File: config.mk
export PLATFORM = sky130hd
export DESIGN_NAME = gbf_weight_fetch
export DESIGN_NICKNAME = d
export VERILOG_FILES = /design/src/rtl/gbf_pkg.sv /design/src/rtl/gbf_addr_gen.sv /design/src/rtl/gbf_weight_fetch.sv
export SDC_FILE = /design/constraint.sdc
export NUM_CORES = 1
export LEC_CHECK = 0
export CORE_UTILIZATION = 35
export CTS_CLUSTER_DIAMETER = 150
export DETAILED_ROUTE_END_ITERATION = 10
export GPL_TIMING_DRIVEN = 0
export HOLD_SLACK_MARGIN = 0.15
export PLACE_DENSITY = 0.73
export SLEW_MARGIN = 20
export SYNTH_ARGS = -nofsm -noshare
export SYNTH_HDL_FRONTEND = slang
export SYNTH_HIERARCHICAL = 1
export SYNTH_SLANG_ARGS = --single-unit
File: constraint.sdc
create_clock -name clk -period 3.8 [get_ports clk]
set_input_delay 1.14 -clock clk [delete_from_list [all_inputs] [get_ports clk]]
set_output_delay 1.14 -clock clk [all_outputs]
set_load 0.1 [all_outputs]
File: src/rtl/gbf_pkg.sv
// Shared types and constants for the global-buffer weight RAM sequencers.
package gbf_pkg;

  localparam int unsigned GBF_WIDTH  = 32;
  localparam int unsigned GBF_HEIGHT = 48;
  localparam int unsigned GBF_ADDR_W = $clog2(GBF_HEIGHT);
  localparam int unsigned GBF_CNT_W  = 8;
  localparam int unsigned GBF_LANES  = 4;
  localparam int unsigned GBF_BEAT_W = GBF_LANES * GBF_WIDTH;
  // Two spare bits cover ptr + 3 (or + 4) without overflow.
  localparam int unsigned GBF_SUM_W  = GBF_ADDR_W + 2;

  typedef enum logic [1:0] {
    ST_IDLE  = 2'd0,
    ST_FETCH = 2'd1,
    ST_FLUSH = 2'd2
  } gbf_state_e;

  // Lane i carries RAM port a+i; lane 0 (port a) sits in the LSBs.
  typedef struct packed {
    logic [GBF_WIDTH-1:0] d;
    logic [GBF_WIDTH-1:0] c;
    logic [GBF_WIDTH-1:0] b;
    logic [GBF_WIDTH-1:0] a;
  } gbf_beat_t;

  typedef struct packed {
    logic [GBF_ADDR_W-1:0] d;
    logic [GBF_ADDR_W-1:0] c;
    logic [GBF_ADDR_W-1:0] b;
    logic [GBF_ADDR_W-1:0] a;
  } gbf_addr_t;

  // (ptr + ofs) mod HEIGHT; one conditional subtract is exact while ptr < HEIGHT.
  function automatic logic [GBF_ADDR_W-1:0] gbf_wrap_add(input logic [GBF_ADDR_W-1:0] ptr,
                                                         input logic [2:0]            ofs);
    logic [GBF_SUM_W-1:0] sum;
    sum = GBF_SUM_W'(ptr) + GBF_SUM_W'(ofs);
    if (sum >= GBF_SUM_W'(GBF_HEIGHT)) begin
      sum = sum - GBF_SUM_W'(GBF_HEIGHT);
    end
    return sum[GBF_ADDR_W-1:0];
  endfunction

endpackage

File: src/rtl/gbf_addr_gen.sv
// Wrapped four-port address window and next window pointer; shared with the write-side loader.
module gbf_addr_gen
  import gbf_pkg::*;
(
  input  logic [GBF_ADDR_W-1:0] ptr_i,
  output gbf_addr_t             addr_o,
  output logic [GBF_ADDR_W-1:0] ptr_next_o
);

  // Consecutive addresses for ports a..d and the pointer one window ahead.
  always_comb begin
    addr_o.a   = gbf_wrap_add(ptr_i, 3'd0);
    addr_o.b   = gbf_wrap_add(ptr_i, 3'd1);
    addr_o.c   = gbf_wrap_add(ptr_i, 3'd2);
    addr_o.d   = gbf_wrap_add(ptr_i, 3'd3);
    ptr_next_o = gbf_wrap_add(ptr_i, 3'd4);
  end

endmodule

File: src/rtl/gbf_weight_fetch.sv
// Read sequencer: walks a wrap-around window of the weight RAM and streams 4-word beats.
module gbf_weight_fetch
  import gbf_pkg::*;
(
  input  logic                  clk,
  input  logic                  rst_n,
  input  logic                  start_i,
  input  logic [GBF_ADDR_W-1:0] base_addr_i,
  input  logic [GBF_CNT_W-1:0]  num_beats_i,
  output logic                  busy_o,
  output logic                  done_o,
  output logic                  err_o,
  output logic [GBF_ADDR_W-1:0] addr_a_o,
  output logic [GBF_ADDR_W-1:0] addr_b_o,
  output logic [GBF_ADDR_W-1:0] addr_c_o,
  output logic [GBF_ADDR_W-1:0] addr_d_o,
  input  logic [GBF_WIDTH-1:0]  q_a_i,
  input  logic [GBF_WIDTH-1:0]  q_b_i,
  input  logic [GBF_WIDTH-1:0]  q_c_i,
  input  logic [GBF_WIDTH-1:0]  q_d_i,
  output logic                  w_valid_o,
  input  logic                  w_ready_i,
  output logic [GBF_BEAT_W-1:0] w_data_o,
  output logic                  w_last_o
);

  gbf_state_e            state_q, state_d;
  logic [GBF_ADDR_W-1:0] ptr_q, ptr_d;
  logic [GBF_ADDR_W-1:0] nxt_q, nxt_d;
  logic [GBF_CNT_W-1:0]  rem_q, rem_d;
  gbf_addr_t             addr_q, addr_d;
  gbf_beat_t             data_q, data_d;
  logic                  busy_q, busy_d;
  logic                  done_q, done_d;
  logic                  err_q, err_d;
  logic                  valid_q, valid_d;
  logic                  last_q, last_d;

  gbf_addr_t             gen_addr;
  logic [GBF_ADDR_W-1:0] gen_next;
  logic                  load_c;

  // Address window for the pointer about to be registered; next window kept alongside.
  gbf_addr_gen u_addr_gen (
    .ptr_i      (ptr_d),
    .addr_o     (gen_addr),
    .ptr_next_o (gen_next)
  );

  // Output register can take a new beat when empty or draining this cycle.
  assign load_c = (state_q == ST_FETCH) && (!valid_q || w_ready_i) && (rem_q != '0);

  // Next-state and datapath control.
  always_comb begin
    state_d = state_q;
    ptr_d   = ptr_q;
    nxt_d   = nxt_q;
    rem_d   = rem_q;
    addr_d  = addr_q;
    data_d  = data_q;
    busy_d  = busy_q;
    done_d  = 1'b0;
    err_d   = 1'b0;
    valid_d = valid_q;
    last_d  = last_q;

    unique case (state_q)
      ST_IDLE: begin
        if (start_i) begin
          if (32'(base_addr_i) >= GBF_HEIGHT) begin
            err_d = 1'b1;
          end else if (num_beats_i == '0) begin
            done_d = 1'b1;
          end else begin
            ptr_d   = base_addr_i;
            rem_d   = num_beats_i;
            busy_d  = 1'b1;
            state_d = ST_FETCH;
          end
        end
      end
      ST_FETCH: begin
        if (valid_q && w_ready_i) begin
          valid_d = 1'b0;
        end
        if (load_c) begin
          valid_d     = 1'b1;
          data_d.a    = q_a_i;
          data_d.b    = q_b_i;
          data_d.c    = q_c_i;
          data_d.d    = q_d_i;
          last_d      = (rem_q == GBF_CNT_W'(1));
          rem_d       = rem_q - GBF_CNT_W'(1);
          ptr_d       = nxt_q;
          if (rem_q == GBF_CNT_W'(1)) begin
            state_d = ST_FLUSH;
          end
        end
      end
      ST_FLUSH: begin
        if (valid_q && w_ready_i) begin
          valid_d = 1'b0;
          busy_d  = 1'b0;
          done_d  = 1'b1;
          state_d = ST_IDLE;
        end
      end
      default: begin
        state_d = ST_IDLE;
      end
    endcase

    // Addresses only move together with the pointer, so they hold under backpressure.
    if (ptr_d != ptr_q || (state_q == ST_IDLE && state_d == ST_FETCH)) begin
      addr_d = gen_addr;
      nxt_d  = gen_next;
    end
  end

  // State and output registers; reset abandons any fetch in flight.
  always_ff @(posedge clk or negedge rst_n) begin
    if (!rst_n) begin
      state_q <= ST_IDLE;
      ptr_q   <= '0;
      nxt_q   <= '0;
      rem_q   <= '0;
      addr_q  <= '0;
      data_q  <= '0;
      busy_q  <= 1'b0;
      done_q  <= 1'b0;
      err_q   <= 1'b0;
      valid_q <= 1'b0;
      last_q  <= 1'b0;
    end else begin
      state_q <= state_d;
      ptr_q   <= ptr_d;
      nxt_q   <= nxt_d;
      rem_q   <= rem_d;
      addr_q  <= addr_d;
      data_q  <= data_d;
      busy_q  <= busy_d;
      done_q  <= done_d;
      err_q   <= err_d;
      valid_q <= valid_d;
      last_q  <= last_d;
    end
  end

  assign busy_o    = busy_q;
  assign done_o    = done_q;
  assign err_o     = err_q;
  assign addr_a_o  = addr_q.a;
  assign addr_b_o  = addr_q.b;
  assign addr_c_o  = addr_q.c;
  assign addr_d_o  = addr_q.d;
  assign w_valid_o = valid_q;
  assign w_data_o  = data_q;
  assign w_last_o  = last_q;

endmodule

==> impl_results.md, run 1 <==
- DRC: 0
- Syn Area/Cell: 9.33 um2
- Area growth from synthesis to layout: 59.9%
- Net Sw Frac: 31.9%
- Period utilisation layout: between 90% and 100%
- DRT antenna net count: 0
- Bufs on Longest Clock Path: 2
- Final setup viols: 0
- Total GRT Usage: 20.1%
- Yosys reg bits: 179
- Placed wire-length estimate: between 15,000 and 20,000 um
- Top cells by area, synth: dfrtp_1, nand2_1, mux2_1
- Worst vdd ir: 0.000262 V
- I/O Buffers: 302
- Post-synth top area cell: dfrtp_1
- CP max stage cell: a32oi_4
- Asr flop ratio synth: 100%
- Clk Latency, worst-skew pair: around 420 ps
- Root buf cell: clkbuf_16
- Hold Buf Count CTS: 0
- Nets: around 1.4k
- Drt total wl: around 23,000 um
- Post-DR wirelength/cell: roughly 16 um
- Pint: roughly 3200 uW
- Maximum number of pins on one net before global-route repair: between 90 and 100
- Sequential share of power: a little over two fifths
- Clock skew: between 10 and 15 ps
- Worst setup margin: around 34 ps
- Die ar.: 23,000 um2
- R2R cell count: 18
- Vias in the first global route: between 6k and 7k
- Worst endpoint data arrival time: 4070 ps
- CTS Sinks: about 180
- Area share of the largest cell type after synthesis: between 50% and 60%
- Tot Pwr: about 4700 uW
- Sequential area share after synthesis: 57.2%
- Power share of the combinational group: between 20% and 30%
- Cells after Synth: 840
- Kind of critical path: input pin to flip-flop
- Worst slack at placement: -1300 ps
- Total grt overflow: 0
- Distinct cells, synth: 53
- DR pass1 iterations: 5
- Slew HR: a little under a third
- First-pass GRT wire length: ~36,000 um
- Switching Power: around 1500 uW
- RSZ-0062 raised after global routing: yes
- H-tree depth: 4
- Status: complete, no violations
- Yosys warns: 6
- Leak pwr: a little under 0.006 uW
- Final Hold Viols: 0
- Synth Flop Type: dfrtp_1
- Number of flops mapped to enable cells by yosys: 0
- CP cell instances: dlygate4sd2_1 -> nor4_4 -> nand2_4 -> buf_6 -> buf_12 -> a32oi_4 -> nand2_8 -> ha_4 -> a21o_1 -> a221oi_4 -> inv_1 -> ha_2 -> nand3b_1 -> o22ai_2 -> a2bb2oi_2 -> mux2_1
- CP max stage delay: around 300 ps
- Period minus WS final: about 3800 ps
- Vias: approximately 7k
- Least-Margin Pin Slew: between 1000 and 1500 ps
- Vias per Instance: about 4.7
- Total power per unit cell area: about 380 nW/um2
- Setup crit start kind: input pin
- GP Congestion: a little under 0.8
- Die Wd: about 150 um
- Clock-pin transition on the worst setup and hold timing paths: 70 ps
- Crit Path Max Fanout: 6
- Hold crit path type: flip-flop to flip-flop
- Clock share of power: 37.5%
- Antenna diode count: 0
- Core area: ~22,000 um2
- Initial drt markers: roughly 330
- Num CTS Buffers: 17
- CTS tree: done
- Crit end category: flip-flop
- Std-Cell Rows: 54
- Final slew viol count: 0
- Syn Nets: around 1k
- Mapped Area: about 8000 um2
- Worst hold stages: 2
- Fmax: approximately 270 MHz
- Initial core utilization: approximately 36%
- Die Y: roughly 150 um
- # IOs: ~300
- Share of cells above drive strength 1: 12.6%
- Initial antenna violation count: 1
- Worst Path Required: 4100 ps
- Maxcap violations: 0
- Core Util, Final: 57.2%
metrics by stage:
step	setup TNS (ps)	hold WS, ps	cells	area (um2)
after detailed placement	-12470	461	1423	11500
after CTS	0	477	1483	12400
final	0	473	1495	12500
after floorplan	-837	459	840	8060
after global placement	-1117090	458	1422	11400
after global routing	-170	493	1495	12500
area by class of cell:
type	instances	area, um2
plain buffers	46	249
clock buffers	18	429
clock inverters	13	153
fillers	1880	9370
inverters	20	81.3
multi-input cells	594	3410
flip-flops and latches	179	4480
well taps	280	350
repair buffers	345	3370
metal layers:
layer  part of all wire [%]  track usage, %  vias up
li1                       -               -     3401
met1                     41            24.6     3396
met2                     50            33.6      217
met3                    7.3            6.62       33
met4                    1.6            5.74        2
met5                  0.056               0        -
repair_timing:
item                                    CTS  global route
endpoints found under the setup margin    7             6
gates resized for setup                  31            38
setup buffers                            30            12
cloned                                    0             0
pin swaps                                14            12
flip-flops by register name, summed over array words and instances (netlist names):
name,count
err_o,1
state_q,2
ptr_q,6
nxt_q,6
w_last_o,1
rem_q,8
addr_c_o,6
addr_a_o,6
addr_d_o,6
w_valid_o,1
busy_o,1
done_o,1
addr_b_o,6
w_data_o,128
synthesized netlist by cell type (5+ instances only):
cell type,instances
o22a_1,9
nand3_1,5
mux2_1,30
nand2_1,421
a21oi_1,10
a32oi_1,5
xnor2_1,6
buf_4,11
o22ai_1,6
a31oi_1,6
clkbuf_1,31
inv_1,20
nor2_1,14
dfrtp_1,179
nor2b_1,6
o21ai_0,7
ha_1,17
power by group through the flow:
stage / sequential [uW] / clock (uW) / combinational [uW]
floorplan: 2560 / 0 / 67.0
global placement: 2050 / 0 / 944
detailed placement: 2050 / 0 / 951
CTS: 2010 / 1820 / 952
global route: 2020 / 1890 / 987
finish: 2010 / 1780 / 947
worst paths after layout:
check                                    start            to  slack (ps)
worst min-delay path              w_data_o[22]  w_data_o[22]         470
worst min register to register    w_data_o[22]  w_data_o[22]         470
max in group asynchronous                rst_n  w_data_o[91]        2160
worst max register to register        rem_q[0]   addr_d_o[5]         180
min in group asynchronous                rst_n   w_data_o[8]         720
worst max-delay path            num_beats_i[3]   addr_d_o[5]          30
critical path, delay by kind of cell:
family,cells,cell delay (ps)
AOI/OAI and AO/OA,5,1050
buffers and inverters,4,630
and+or+nand+nor,4,550
adders and majority gates,2,380
muxes,1,290
layout by cell type (no fill, tap or decap), types with 4 or more instances in the layout:
cell,Yosys,layout
nor2b_1,6,4
mux2_1,30,27
mux2_4,0,4
a31oi_1,6,6
o21ai_0,7,6
nand2_1,421,412
clkbuf_1,31,30
inv_1,20,16
a21oi_1,10,8
dfrtp_1,179,179
nand4_1,4,4
ha_4,0,4
nor2_1,14,14
clkdlybuf4s50_1,0,289
nand3_1,5,4
clkbuf_16,0,17
buf_6,1,4
o22ai_1,6,4
buf_4,11,49
xnor2_2,0,4
clkinv_4,0,5
xor2_1,4,4
clkbuf_2,0,7
ha_1,17,10
o22a_1,9,9
logic make-up (layout without fill, tap and decap cells):
family | count (synthesis) | in the layout | share of synthesized area [%]
adders and majority gates | 17 | 17 | 2.71
xor gates and xnor gates | 10 | 10 | 1.12
AOI/OAI and AO/OA | 66 | 66 | 6.47
DFF | 179 | 179 | 57.2
muxes | 35 | 35 | 4.98
buffers and inverters | 67 | 442 | 3.88
and+or+nand+nor | 466 | 466 | 23.7
Note: power is estimated with default switching activity, not from simulation.
==> run 2, diff against run 1 <==
--- a/config.mk
+++ b/config.mk
@@ -16,3 +16,4 @@
 export SYNTH_HDL_FRONTEND = slang
 export SYNTH_HIERARCHICAL = 1
 export SYNTH_SLANG_ARGS = --single-unit
+export TNS_END_PERCENT = 5
==> run 2 against run 1 <==
Effect of this change:
- critical path depth grew 1
- clock skew grew 1.6 ps
- power grew 2.5%
- sequential cell count is the same
- hold slack gained 0.72 ps
- global-route usage grew 0.096 points
- highest routed layer unchanged
==> impl_results.md, run 2 (synthesized netlist as in run 1, its figures left out) <==
- Die Y: 152 um (unchanged)
- Period minus WS final: 3750 ps (was 3770 ps)
- DRT antenna net count: 0 (unchanged)
- Status: complete, no violations (unchanged)
- Commonest non-fill, non-tap cell in the layout: nand2_1 (unchanged)
- CP max stage delay: 320 ps (was 300 ps)
- DR pass1 iterations: 5 (unchanged)
- Most used cell, CP: buf_4
- Die Wd: 152 um (unchanged)
- Core area: 21,900 um2 (unchanged)
- DRC: 0 (unchanged)
- Max reg flops: 128 (unchanged)
- Vias: 7,130 (was 7,049)
- Maximum number of pins on one net before global-route repair: 72 (was 94)
- Final Hold Viols: 0 (unchanged)
- First-pass GRT wire length: 35,600 um (was 35,500 um)
- Vias per Instance: 4.72 (about the same)
- Clock-pin transition on the worst setup and hold timing paths: 70 ps (about the same)
- Vias in the first global route: 6,920 (was 6,876)
- Crit end category: flip-flop (unchanged)
- Area growth from synthesis to layout: 62.2% (was 59.9%)
- Total power per unit cell area: 383 nW/um2 (was 378 nW/um2)
- Drt total wl: 23,800 um (was 23,400 um)
- Die ar.: 23,000 um2 (unchanged)
- # IOs: 303 (unchanged)
- Kind of critical path: input pin to flip-flop (unchanged)
- Crit Path Max Fanout: 7 (was 6)
- Initial core utilization: 35.8% (unchanged)
- Fmax: 267 MHz (was 266 MHz)
- Setup total negative slack: 0 ps (unchanged)
- Total grt overflow: 0 (unchanged)
- Fill cells: 1,890 (was 1,880)
- Worst Path Required: 4110 ps (was 4100 ps)
- Period utilisation layout: 98.7% (was 99.1%)
- Least-Margin Pin Slew: 1070 ps (was 1040 ps)
- Antenna diode count: 0 (unchanged)
- Maxcap violations: 0 (unchanged)
- Leading cell types in the layout, fill and taps excluded: nand2_1, clkdlybuf4s50_1, dfrtp_1, buf_4, clkbuf_1 (unchanged)
- CTS Sinks: 179 (unchanged)
- Nets: 1,379 (was 1,366)
- CTS tree: done (unchanged)
- Bufs on Longest Clock Path: 2 (unchanged)
- Setup crit start kind: input pin (unchanged)
- Share of cells above drive strength 1: 13.8% (was 12.6%)
- Worst endpoint data arrival time: 4060 ps (was 4070 ps)
- RSZ-0062 raised after global routing: yes (unchanged)
- Final slew viol count: 0 (unchanged)
- Hold crit path type: flip-flop to flip-flop (unchanged)
- CP max stage cell: a32oi_4 (unchanged)
- Root buf cell: clkbuf_16 (unchanged)
- H-tree depth: 4 (unchanged)
- Initial drt markers: 248 (was 333)
- Slew HR: 28.7% (was 30.1%)
- Post-DR wirelength/cell: 15.8 um (was 15.6 um)
- I/O Buffers: 302 (unchanged)
- Worst vdd ir: 0.000408 V (was 0.000262 V)
- Initial antenna violation count: 2 (was 1)
- Clk Latency, worst-skew pair: 430 ps (was 420 ps)
- GP Congestion: 0.783 (was 0.796)
- Clock skew: 14.0 ps (was 12.4 ps)
- Num CTS Buffers: 17 (unchanged)
- Leak pwr: 0.00608 uW (was 0.00597 uW)
- Hold WS: 474 ps (was 473 ps)
- Placed wire-length estimate: 16,700 um (was 16,400 um)
- Final setup viols: 0 (unchanged)
- Std-Cell Rows: 54 (unchanged)
- Total GRT Usage: 20.2% (was 20.1%)
- CP cell instances: dlygate4sd2_1 -> nand2_1 -> a21oi_4 -> buf_4 -> a32oi_4 -> nand2_8 -> ha_4 -> buf_4 -> a21o_1 -> a221oi_2 -> inv_1 -> buf_4 -> buf_4 -> buf_4 -> buf_4 -> a2bb2oi_2 -> mux2_4 (was dlygate4sd2_1 -> nor4_4 -> nand2_4 -> buf_6 -> buf_12 -> a32oi_4 -> nand2_8 -> ha_4 -> a21o_1 -> a221oi_4 -> inv_1 -> ha_2 -> nand3b_1 -> o22ai_2 -> a2bb2oi_2 -> mux2_1)
-- run 2: cell types whose count changed in the layout (fill, tap and decap cells not counted), moves of 3 or more --
cell        delta
inv_8          +4
buf_4         +13
clkinvlp_4     -3
clkinv_8       +3
clkinv_4       -3
nand2_1        -4
-- run 2: report_power, final --
group | internal, uW | switching (uW) | total (uW)
combinational | 282 | 675 | 957
sequential | 1970 | 39.2 | 2010
clock | 1020 | 871 | 1890
total | 3270 | 1590 | 4860
-- run 2: final timing paths --
path | start | to | slack (ps) | cells after the start
worst max-delay path | start_i | addr_d_o[5] | 50 | 17
worst min-delay path | w_data_o[98] | w_data_o[98] | 470 | 2
worst max register to register | rem_q[0] | addr_b_o[4] | 110 | 18
worst min register to register | w_data_o[98] | w_data_o[98] | 470 | 2
max in group asynchronous | rst_n | w_valid_o | 2530 | 2
min in group asynchronous | rst_n | w_data_o[11] | 580 | 1
-- run 2: what timing repair did --
| item | CTS | global route |
|---|---|---|
| cloned | 0 | 0 |
| pin swaps | 11 | 20 |
| resized for setup | 31 | 54 |
| setup endpoints to repair | 9 | 6 |
| buffers inserted | 22 | 32 |
| hold buffers | 0 | 0 |
-- run 2: area by class of cell --
| cell class | instances | area [um2] | area share [%] |
|---|---|---|---|
| Clock inverter | 15 | 209 | 1.64 |
| Inverter | 20 | 77.6 | 0.611 |
| Sequential cell | 179 | 4480 | 35.3 |
| Tap cell | 280 | 350 | 2.76 |
| Timing Repair Buffer | 358 | 3470 | 27.3 |
| Buffer | 46 | 243 | 1.91 |
| Multi-Input combinational cell | 594 | 3450 | 27.1 |
| Clock buffer | 17 | 425 | 3.35 |
-- run 2: stage by stage --
step	total power, uW	area [um2]	util [%]	setup WS, ps	std cells
2_1_floorplan	2630	8030	-	-328	840
3_3_place_gp	2990	11400	52.1	-6160	1422
3_5_place_dp	3010	11500	52.4	-1330	1424
4_1_cts	4910	12300	56.3	1.15	1477
5_1_grt	5040	12700	58.0	-43.9	1509
6_report	4860	12700	58.0	49.4	1509
-- run 2: per-layer routing --
metal	vias up	global-route usage [%]	wire length (um)
met4	2	7.08	583
met2	220	34.3	12100
li1	3452	-	-
met5	-	0	13
met3	40	6.47	1510
met1	3416	23.8	9630
-- run 2: worst max-delay path, delay by kind of cell --
kind                       cells  cell delay [ps]
AOI/OAI and AO/OA              5              960
and+or+nand+nor                2              310
buffers and inverters          8             1200
muxes                          1              250
adders and majority gates      1              190
